==> config.mk <==
export PLATFORM = sky130hd
export DESIGN_NAME = temp_sample_ctrl
export DESIGN_NICKNAME = d
export VERILOG_FILES = /design/src/rtl/temp_sample_ctrl.sv
export SDC_FILE = /design/constraint.sdc
export NUM_CORES = 1
export LEC_CHECK = 0
export CORE_UTILIZATION = 35
export CTS_CLUSTER_SIZE = 30
export DETAILED_ROUTE_END_ITERATION = 6
export GPL_TIMING_DRIVEN = 0
export HOLD_SLACK_MARGIN = 0.03
export MAX_ROUTING_LAYER = met4
export PLACE_DENSITY_LB_ADDON = 0.2
export RECOVER_POWER = 50
export SETUP_SLACK_MARGIN = 0.05
export SKIP_CTS_REPAIR_TIMING = 1
export SLEW_MARGIN = 20
export SYNTH_ARGS = -nofsm -noshare
export SYNTH_HDL_FRONTEND = slang
export SYNTH_SLANG_ARGS = --single-unit
==> constraint.sdc <==
create_clock -name clk_i -period 5.9 [get_ports clk_i]
set_clock_uncertainty 0.05 [all_clocks]
set_input_delay 1.18 -clock clk_i [delete_from_list [all_inputs] [get_ports clk_i]]
set_output_delay 1.18 -clock clk_i [all_outputs]
set_load 0.01 [all_outputs]
==> src/rtl/temp_sample_ctrl.sv <==
// PT100 sample sequencer: periodic ADC triggering, 2^AVG_LOG2 averaging,
// registered temperature with valid strobe, hysteretic alarm, sticky ADC timeout.
module temp_sample_ctrl #(
  parameter int unsigned CLK_DIV  = 50000,
  parameter int unsigned AVG_LOG2 = 2,
  parameter int unsigned TIMEOUT  = 255,
  parameter int unsigned HYST     = 2
) (
  input  logic       clk_i,
  input  logic       rst_i,
  input  logic       en_i,
  output logic       adc_start_o,
  input  logic       adc_done_i,
  input  logic [9:0] adc_data_i,
  output logic [9:0] avg_o,
  input  logic [7:0] temp_i,
  input  logic [7:0] thresh_i,
  output logic [7:0] temp_o,
  output logic       temp_valid_o,
  output logic       alarm_o,
  output logic       timeout_o
);

  localparam int unsigned CNT_W = (CLK_DIV > 1) ? $clog2(CLK_DIV) : 1;
  localparam int unsigned WD_W  = $clog2(TIMEOUT + 1);
  localparam int unsigned N_W   = (AVG_LOG2 > 0) ? AVG_LOG2 : 1;
  localparam int unsigned ACC_W = 10 + AVG_LOG2;
  localparam int unsigned NSAMP = 1 << AVG_LOG2;

  typedef enum logic [2:0] {
    S_IDLE  = 3'd0,
    S_START = 3'd1,
    S_WAIT  = 3'd2,
    S_AVG   = 3'd3,
    S_CONV  = 3'd4
  } state_e;

  state_e             state_q, state_d;
  logic [CNT_W-1:0]   cnt_q, cnt_d;
  logic [WD_W-1:0]    wd_q, wd_d;
  logic [N_W-1:0]     n_q, n_d;
  logic [ACC_W-1:0]   acc_q, acc_d;
  logic [9:0]         avg_q, avg_d;
  logic [7:0]         temp_q, temp_d;
  logic               alarm_q, alarm_d;
  logic               timeout_q, timeout_d;
  logic               start_q, start_d;
  logic               valid_q, valid_d;

  logic               tick;
  logic               last_sample;
  logic               wd_expire;
  logic [8:0]         temp_hyst;

  assign tick        = (cnt_q == CNT_W'(CLK_DIV - 1));
  assign last_sample = (n_q == N_W'(NSAMP - 1));
  // Watchdog counts completed WAIT cycles; expiry is on the TIMEOUT-th one.
  assign wd_expire   = (wd_q == WD_W'(TIMEOUT - 1));
  // Widened so temp_i + HYST cannot wrap.
  assign temp_hyst   = {1'b0, temp_i} + 9'(HYST);

  // State register
  always_ff @(posedge clk_i) begin
    if (rst_i) begin
      state_q <= S_IDLE;
    end else begin
      state_q <= state_d;
    end
  end

  // Next-state logic; disabling forces IDLE from anywhere
  always_comb begin
    state_d = state_q;
    if (!en_i) begin
      state_d = S_IDLE;
    end else begin
      case (state_q)
        S_IDLE:  if (tick) state_d = S_START;
        S_START: state_d = S_WAIT;
        S_WAIT: begin
          if (adc_done_i) begin
            state_d = last_sample ? S_AVG : S_START;
          end else if (wd_expire) begin
            state_d = S_IDLE;
          end
        end
        S_AVG:   state_d = S_CONV;
        S_CONV:  state_d = S_IDLE;
        default: state_d = S_IDLE;
      endcase
    end
  end

  // Datapath and output next values decoded from the FSM
  always_comb begin
    cnt_d     = en_i ? (tick ? '0 : cnt_q + CNT_W'(1)) : '0;
    wd_d      = wd_q;
    n_d       = n_q;
    acc_d     = acc_q;
    avg_d     = avg_q;
    temp_d    = temp_q;
    alarm_d   = alarm_q;
    timeout_d = timeout_q;
    start_d   = (state_d == S_START);
    valid_d   = 1'b0;
    if (!en_i) begin
      acc_d = '0;
      n_d   = '0;
    end else begin
      case (state_q)
        S_IDLE: begin
          if (tick) begin
            acc_d = '0;
            n_d   = '0;
          end
        end
        S_START: wd_d = '0;
        S_WAIT: begin
          wd_d = wd_q + WD_W'(1);
          if (adc_done_i) begin
            acc_d = acc_q + ACC_W'(adc_data_i);
            n_d   = n_q + N_W'(1);
          end else if (wd_expire) begin
            timeout_d = 1'b1;
            acc_d     = '0;
            n_d       = '0;
          end
        end
        S_AVG: avg_d = 10'(acc_q >> AVG_LOG2);
        S_CONV: begin
          temp_d    = temp_i;
          valid_d   = 1'b1;
          timeout_d = 1'b0;
          if (temp_i >= thresh_i) begin
            alarm_d = 1'b1;
          end else if (temp_hyst < {1'b0, thresh_i}) begin
            alarm_d = 1'b0;
          end
        end
        default: ;
      endcase
    end
  end

  // Datapath and output registers
  always_ff @(posedge clk_i) begin
    if (rst_i) begin
      cnt_q     <= '0;
      wd_q      <= '0;
      n_q       <= '0;
      acc_q     <= '0;
      avg_q     <= '0;
      temp_q    <= '0;
      alarm_q   <= 1'b0;
      timeout_q <= 1'b0;
      start_q   <= 1'b0;
      valid_q   <= 1'b0;
    end else begin
      cnt_q     <= cnt_d;
      wd_q      <= wd_d;
      n_q       <= n_d;
      acc_q     <= acc_d;
      avg_q     <= avg_d;
      temp_q    <= temp_d;
      alarm_q   <= alarm_d;
      timeout_q <= timeout_d;
      start_q   <= start_d;
      valid_q   <= valid_d;
    end
  end

  assign adc_start_o  = start_q;
  assign avg_o        = avg_q;
  assign temp_o       = temp_q;
  assign temp_valid_o = valid_q;
  assign alarm_o      = alarm_q;
  assign timeout_o    = timeout_q;

endmodule
==> reports/metrics.cfg <==
[floorplan]
die_y_um = 100.6
rows = 35
initial_core_util = 0.3651
dieWidth_um = 100.6
die_area_um2 = 10130
io_pins = 52
core_um2 = 9328

[pwr]
ir_worst_vdd_uv = 127.2
cellPowerDensity_nw_per_um2 = 194.2
leakagePower_uw = 0.001653

[synth]
async_reset_ff_frac = 0
synth_fa_ha_area_frac = 0.1161
syn_nets = 475
yosysUniqueCellTypes = 47
yosysTopAreaCellShare = 0.3703
synthMuxAreaShare = 0.009184
synth-edff-count = 0
synth_top_area_cell = dfxtp_1
avgSynthCellArea_um2 = 8.226
synth_top_family_by_area = simple AND/OR/NAND/NOR gates
ys_top_cells_by_area = dfxtp_1 37%, ha_1 11%, nand2_1 6.5%
synth-seq-area-share = 0.3703
syn_area_um2 = 3406
synth-compound-area-share = 0.1517
ys.warnings.count = 0
synth_xor_area_frac = 0.06429
ys_seq_elements = 63
syn_inst = 414
yosys.area_share.simple = 0.2557
synthFlopType = dfxtp_1

[outcome]
status = complete, no violations

[routing]
drc_errors = 0
first_iter_violations = 99
top_layer = met4
met2WireLength_um = 3549
wl_met1_um = 3715
vias = 2982
wl_per_cell_um = 12.47
wl_met3_um = 255
drt.antenna.violating_nets = 0
via_per_inst = 4.913
routed_wl_um = 7568
firstDrtPassIters = 4

[setup_path]
crit_required_ns = 6.07
crit_path_end_kind = flip-flop
arrival_ns = 3.45
start_kind = input port
critical_path_class = in -> reg
critPathMaxFanout = 4

[hold_path]
hold_path.class = reg -> reg

[sta]
tightest_slew_ns = 0.5901
max_freq_mhz = 304.4
layout_worst_path_cycle_share = 0.5568
setup_tns_ns = 0
slew_viol_final = 0
slew-limit-headroom = 0.6058
fin_ws_ns = 2.615
rsz0062_at_grt = no
period_needed_ns = 3.285
hold_viol = 0
finalSetupViolCount = 0

[cells_and_area]
antenna_cells = 0
nNetsFinal = 536
drive_above_1_share = 0.03975
area_growth_pct = 24.06

[place]
port_buffers = 50
dp_slack_ns = 2.287
dp_hpwl_um = 5777
gp_congestion = 0.8424

[clock_tree]
clk_latency_ns = 0.34
clock-sinks = 63
cts_made_buffers = 9
cts-root-buf = clkbuf_8
clk_path_buf_depth = 2
ctsHtreeMaxLevel = 3
clk_pin_slew_ns = 0.06
cts_tree = built

[global_route]
grt_usage = 0.1683
grt_max_degree = 11
antenna_found_initial = 0
grt_pass1_vias = 2782
overflow = 0
grt_pass1_wl_um = 12990

[run]
maxCapViolCount = 0

[synth_stat cells (2+ instances only)]
library cell	count
mux2i_1	2
and2_1	2
nand2b_1	6
o21bai_1	3
dfxtp_1	63
o211ai_1	2
a22oi_1	4
nand4_1	6
nand4b_1	3
inv_1	15
a32o_1	2
a211oi_1	3
nor2_1	51
or3_1	5
o21a_1	5
nand4bb_1	2
nor3_1	6
clkbuf_1	10
and3_1	8
xor2_1	17
nand2_1	59
xnor2_1	8
a21o_1	4
nand3_1	17
ha_1	30
nor2b_1	5
buf_2	2
o21ai_0	16
a21oi_1	39
a32oi_1	2
[cells by family after synthesis]
logic type / after synthesis
flip-flops: 63
XOR/XNOR: 25
multiplexers: 3
buffers and inverters: 28
AO/OA/AOI/OAI: 85
adder cells (fa/ha/maj): 31
AND/OR/NAND/NOR: 179
[power by group]
part	internal [µW]	leakage, µW	switching [µW]	total, µW
clock network	170	0.0000854	154	324
registers	426	0.000507	0.958	427
logic	35.2	0.00106	34.5	69.6
total	631	0.00165	189	820
[metal layers]
metal,GRT usage,up-vias
met2,0.2645,40
met4,0.03902,0
met3,0.04785,5
met1,0.2141,1366
li1,-,1571
met5,-,-
[stage by stage]
| step | total power [µW] | std cells | util | hold WS [ns] | instance area [µm²] |
|---|---|---|---|---|---|
| finish | 820.5 | 607 | 0.4530 | 0.3991 | 4225 |
| global route | 863.2 | 607 | 0.4530 | 0.4172 | 4225 |
| CTS | 833.4 | 607 | 0.4537 | 0.4045 | 4232 |
| detailed placement | 506.4 | 593 | 0.4361 | 0.3953 | 4068 |
| global placement | 505.4 | 593 | 0.4361 | 0.3943 | 4068 |
| floorplan | 473.1 | 414 | - | 0.3982 | 3406 |
[layout make-up]
cell class	count	area, µm²
clock buffer	13	158.9
clock inverter	1	5.005
multi-input combinational	323	2028
sequential	63	1261
fill	953	5102
buffer	13	53.80
inverter	15	56.30
timing repair buffer	50	500.5
tap	129	161.4
[path summary, 6_finish.rpt]
| path | from | to | slack, ns | cells after the start |
|---|---|---|---|---|
| max reg2reg | cnt_q[11]$_SDFF_PP0_ | n_q[1]$_SDFFE_PP0P_ | 3.56 | 6 |
| max | adc_data_i[0] | acc_q[10]$_SDFFE_PP0P_ | 2.61 | 10 |
| min reg2reg | avg_o[3]$_SDFFE_PP0P_ | avg_o[3]$_SDFFE_PP0P_ | 0.40 | 2 |
| min | avg_o[3]$_SDFFE_PP0P_ | avg_o[3]$_SDFFE_PP0P_ | 0.40 | 2 |
[layout by cell type (no fill, tap or decap), drive strengths merged, types with 3 or more instances in the layout]
master	n
dfxtp	63
nand2	59
nor2	51
a21oi	39
ha	30
clkdlybuf4s50	26
dlygate4sd3	24
clkbuf	24
nand3	17
xor2	17
o21ai	16
inv	15
xnor2	8
and3	8
nor3	7
nand2b	6
nand4	6
nor2b	5
or3	5
a22oi	5
o21a	5
a21o	4
a211oi	4
nand4b	3
o21bai	3
[critical path, cell delays in order]
cell and delay, ns:
clkdlybuf4s50_1 0.47, ha_1 0.19, inv_1 0.06, fa_1 0.38
nand2b_1 0.20, a21oi_1 0.31, o211ai_1 0.21, a211oi_2 0.24
xnor2_1 0.17, nor3_2 0.05
[registers in the layout (all words and copies together), names as in the netlist]
register,cells
acc_q,12
adc_start_o,1
alarm_o,1
avg_o,10
cnt_q,16
n_q,2
state_q,3
temp_o,8
temp_valid_o,1
timeout_o,1
wd_q,8
(Power assumes the default switching activity.)
==> variant 1, RTL diff (same settings) <==
The parameter `CLK_DIV` goes from 50000 to 100000.
--- a/src/rtl/temp_sample_ctrl.sv
+++ b/src/rtl/temp_sample_ctrl.sv
@@ -3,3 +3,3 @@
 module temp_sample_ctrl #(
-  parameter int unsigned CLK_DIV  = 50000,
+  parameter int unsigned CLK_DIV  = 100000,
   parameter int unsigned AVG_LOG2 = 2,
Formal check against the unedited RTL: same outputs for any inputs over 10 cycles, from zero or initial values and one cycle with rst_i high; that may be too few to reach the edited logic, so the function may still have changed.
==> variant 1 against the unedited design <==
Clock power rose by 43%. Register-to-register slack improved by 0.17 ns. Design area is 3.9% higher. Sequential cell count increased by 1. Sequential power increased by 1%. Total power is 18% higher. Synthesized cell count up 1.9%. Fmax up 4.5%. Routed wire length is 5.5% higher. Area after synthesis up 2.0%. Cell count up 1.8%. Setup slack improved by 0.14 ns. Die area increased by 2.0%. Critical path type unchanged.
==> variant 1: results (changes against the unedited design) <==
outcome: "finished, final reports clean"
grt_pass1_vias: 2824  # +1.5%
leakage_nw: 1.71  # +3.6%
grt_util_met1_pct: 21.6  # +0.18 points
synth_fp_nets: 483  # +1.7%
io_buffers: 51  # +2.0%
seq_power_share_pct: 44.7  # -7.3 points
drtIter0Drc: 113  # +14%
r2r-end: "acc_q[11]"
min-delay-start: "avg_o[7]"
multi_input_area_sq_um: 2060  # +1.5%
grt_util_met2_pct: 27.1  # +0.68 points
layout-drive-gt1-share_pct: 5.32  # +1.3 points
dp.cells: 602  # +1.5%
routed_via_density: 4.89  # -0.43%
hold_path_end: "avg_o[7]"
reg2regPathDepth: 7  # +1
place_area_sq_um: 4150  # +1.9%
synth_cell_types: 50  # +6.4%
tightest_slew_ns: 0.791  # +0.201 ns
vdd_drop_max_v: 0.000155  # +22%
wl_met1_mm: 3.83  # +3.0%
synth_area_leaders: "dfxtp_1, ha_1, nand2_1"
fill_cells: 956  # +0.31%
finalCritPeriodShare_pct: 53.3  # -2.4 points
rrSetupSlack_ns: 3.73  # +0.17 ns
nets: 545  # +1.7%
synth_common_cells: "dfxtp_1, nand2_1, nor2_1, a21oi_1, ha_1"
[variant 1: cell types whose count changed in the layout (fill, tap and decap cells not counted), sizes merged, moves of 4 or more]
cell / change
xnor2: +4
nand2: -4
inv: +5
nand3: +4
nor2: +4
or3: -4
o21ai: -4
[variant 1: final cells by class]
type | instances | area share (%)
clock buffers | 9 | 2.82
inverters | 19 | 1.62
multi-input cells | 325 | 46.9
plain buffers | 14 | 1.45
well taps | 129 | 3.68
repair buffers | 51 | 11.6
flip-flops and latches | 64 | 29.2
clock inverters | 7 | 2.71
[variant 1: cells by family (layout without fill, tap and decap cells)]
| group | after synthesis | count (layout) | share of synthesized area, % |
|---|---|---|---|
| XOR/XNOR | 31 | 31 | 7.81 |
| AND/OR/NAND/NOR | 180 | 180 | 24.5 |
| AO/OA/AOI/OAI | 80 | 80 | 14.6 |
| buffers and inverters | 33 | 100 | 3.89 |
| flip-flops | 64 | 64 | 36.9 |
| adder cells (fa/ha/maj) | 31 | 31 | 11.4 |
| multiplexers | 3 | 3 | 0.900 |
==> variant 2, RTL diff (config.mk and constraints unchanged) <==
Without the edit above. Reset style: asynchronous (`rst_i`), changed in 2 clocked blocks.
--- a/src/rtl/temp_sample_ctrl.sv
+++ b/src/rtl/temp_sample_ctrl.sv
@@ -62,3 +62,3 @@
   // State register
-  always_ff @(posedge clk_i) begin
+  always_ff @(posedge clk_i or posedge rst_i) begin
     if (rst_i) begin
@@ -145,3 +145,3 @@
   // Datapath and output registers
-  always_ff @(posedge clk_i) begin
+  always_ff @(posedge clk_i or posedge rst_i) begin
     if (rst_i) begin
Check against the original RTL: same outputs for any inputs over 10 cycles, from zero or initial values and one cycle with rst_i high; that may be too few to reach the edited logic, so the function may still have changed.
==> variant 2 against the unedited design <==
Register-to-register slack lost 0.11 ns. Area after synthesis grew 6.4%. Design area grew 6.1%. Sequential cell count is the same. Critical path type unchanged. Largest power group unchanged. Sequential power grew 3%. Setup slack gained 0.048 ns. Routed wire length shrank 1.2%. Cell count shrank 8.2%. Total power grew 3.0%.
==> variant 2: results (changes against the unedited design) <==
synthCells: 357  # -14%
synth_cell_types: 54  # +15%
grt_max_degree: 48  # +37
synthFlopType: "dfrtp_1"
dr.pass1.iters: 4  # unchanged
grt_pass1_wl_mm: 13.2  # +1.4%
nets: 481  # -10%
grt_usage_pct: 15.6  # -1.2 points
antenna_found_initial: 0  # unchanged
cp.arrival_ns: 3.42  # -0.03 ns
drtIter0Drc: 94  # -5.1%
synth_common_cells: "dfrtp_1, ha_1, nand2_1, nor2_1, inv_1"
routedWlPerCell_um: 13.4  # +7.7%
ys_async_sr_fraction_pct: 100  # +100 points
dp.cells: 542  # -8.6%
place_area_sq_um: 4330  # +6.5%
seq_area_frac_synth_pct: 43.5  # +6.5 points
crit_path_top_delay_cell: "o31ai_1"
vdd_drop_max_v: 0.000149  # +17%
wl_mm: 7.48  # -1.2%
pre_cts_ws_ns: 2.37  # +0.0831 ns
regMostFlops: "cnt_q"
synth_warnings: 0  # unchanged
routed_via_density: 5.00  # +1.8%
io_buffers: 51  # +2.0%
place.gp.congestion: 0.822  # -2.4%
leakage_nw: 2.07  # +26%
clk_latency_ns: 0.34  # about the same
tightest_slew_ns: 0.838  # +0.248 ns
layout-drive-gt1-share_pct: 10.4  # +6.4 points
max_stage_delay_ns: 0.45  # -0.02 ns
hpwl_mm: 5.53  # -4.3%
synth_area_leaders: "dfrtp_1, ha_1, mux2_2"
cts_buffers: 9  # unchanged
outcome: "finished, final reports clean"
synth_fp_nets: 418  # -12%
fill_cells: 990  # +3.9%
[variant 2: cell count changes after synthesis, sizes merged, moves of 5 or more]
cell | unedited run | this run
nand2b | 6 | 1
dfxtp | 63 | 0
a21oi | 39 | 15
nand2 | 59 | 29
mux2 | 1 | 18
clkbuf | 10 | 4
inv | 15 | 22
dfrtp | 0 | 63
nor2 | 51 | 26
a22oi | 5 | 0
[variant 2: cell type report]
class	count	area (sq um)	share of cell area, %
Clock inverter	3	20.0	0.447
Tap cell	133	166	3.71
Timing Repair Buffer	52	538	12.0
Inverter	22	83.8	1.87
Sequential cell	63	1580	35.2
Multi-Input combinational cell	265	1920	42.9
Buffer	7	28.8	0.642
Clock buffer	12	145	3.24
[variant 2: cell families after synthesis]
group	share of synthesized area, %
and+or+nand+nor	18.4
AOI/OAI and AO/OA	12.2
DFF	43.5
adders and majority gates	10.9
buffers and inverters	3.18
xor gates and xnor gates	6.28
muxes	5.59
[variant 2: worst paths after layout]
kind | cells past startpoint | slack (ns) | to | startpoint
setup reg to reg | 5 | 3.45 | cnt_q[5] | cnt_q[7]
max in group asynchronous | 3 | 3.79 | cnt_q[1] | rst_i
hold reg to reg | 1 | 0.44 | cnt_q[0] | cnt_q[0]
min in group asynchronous | 2 | 1.36 | temp_valid_o | rst_i
setup / recovery | 9 | 2.66 | acc_q[6] | adc_data_i[0]
hold / removal | 1 | 0.44 | cnt_q[0] | cnt_q[0]
[variant 2: worst max-delay path: cells and delay by family]
kind,cells,cell delay (ns)
simple gates,2,0.41
compound gates,3,0.90
fa+ha+maj,2,0.43
buf+inv,2,0.49
[variant 2: report_power, final]
group	leakage [nW]	internal, mW	total (mW)	switching, mW
combinational	1.12	0.0403	0.0822	0.0420
clock	0.0785	0.161	0.323	0.162
sequential	0.874	0.436	0.440	0.00382
[variant 2: layer usage]
layer / global-route usage, % / vias up / wire, um
met4: 4.08 / 0 / 77
met5: - / - / 0
met3: 4.34 / 6 / 221
li1: - / 1401 / -
met1: 20.2 / 1339 / 3650
met2: 24.1 / 40 / 3530
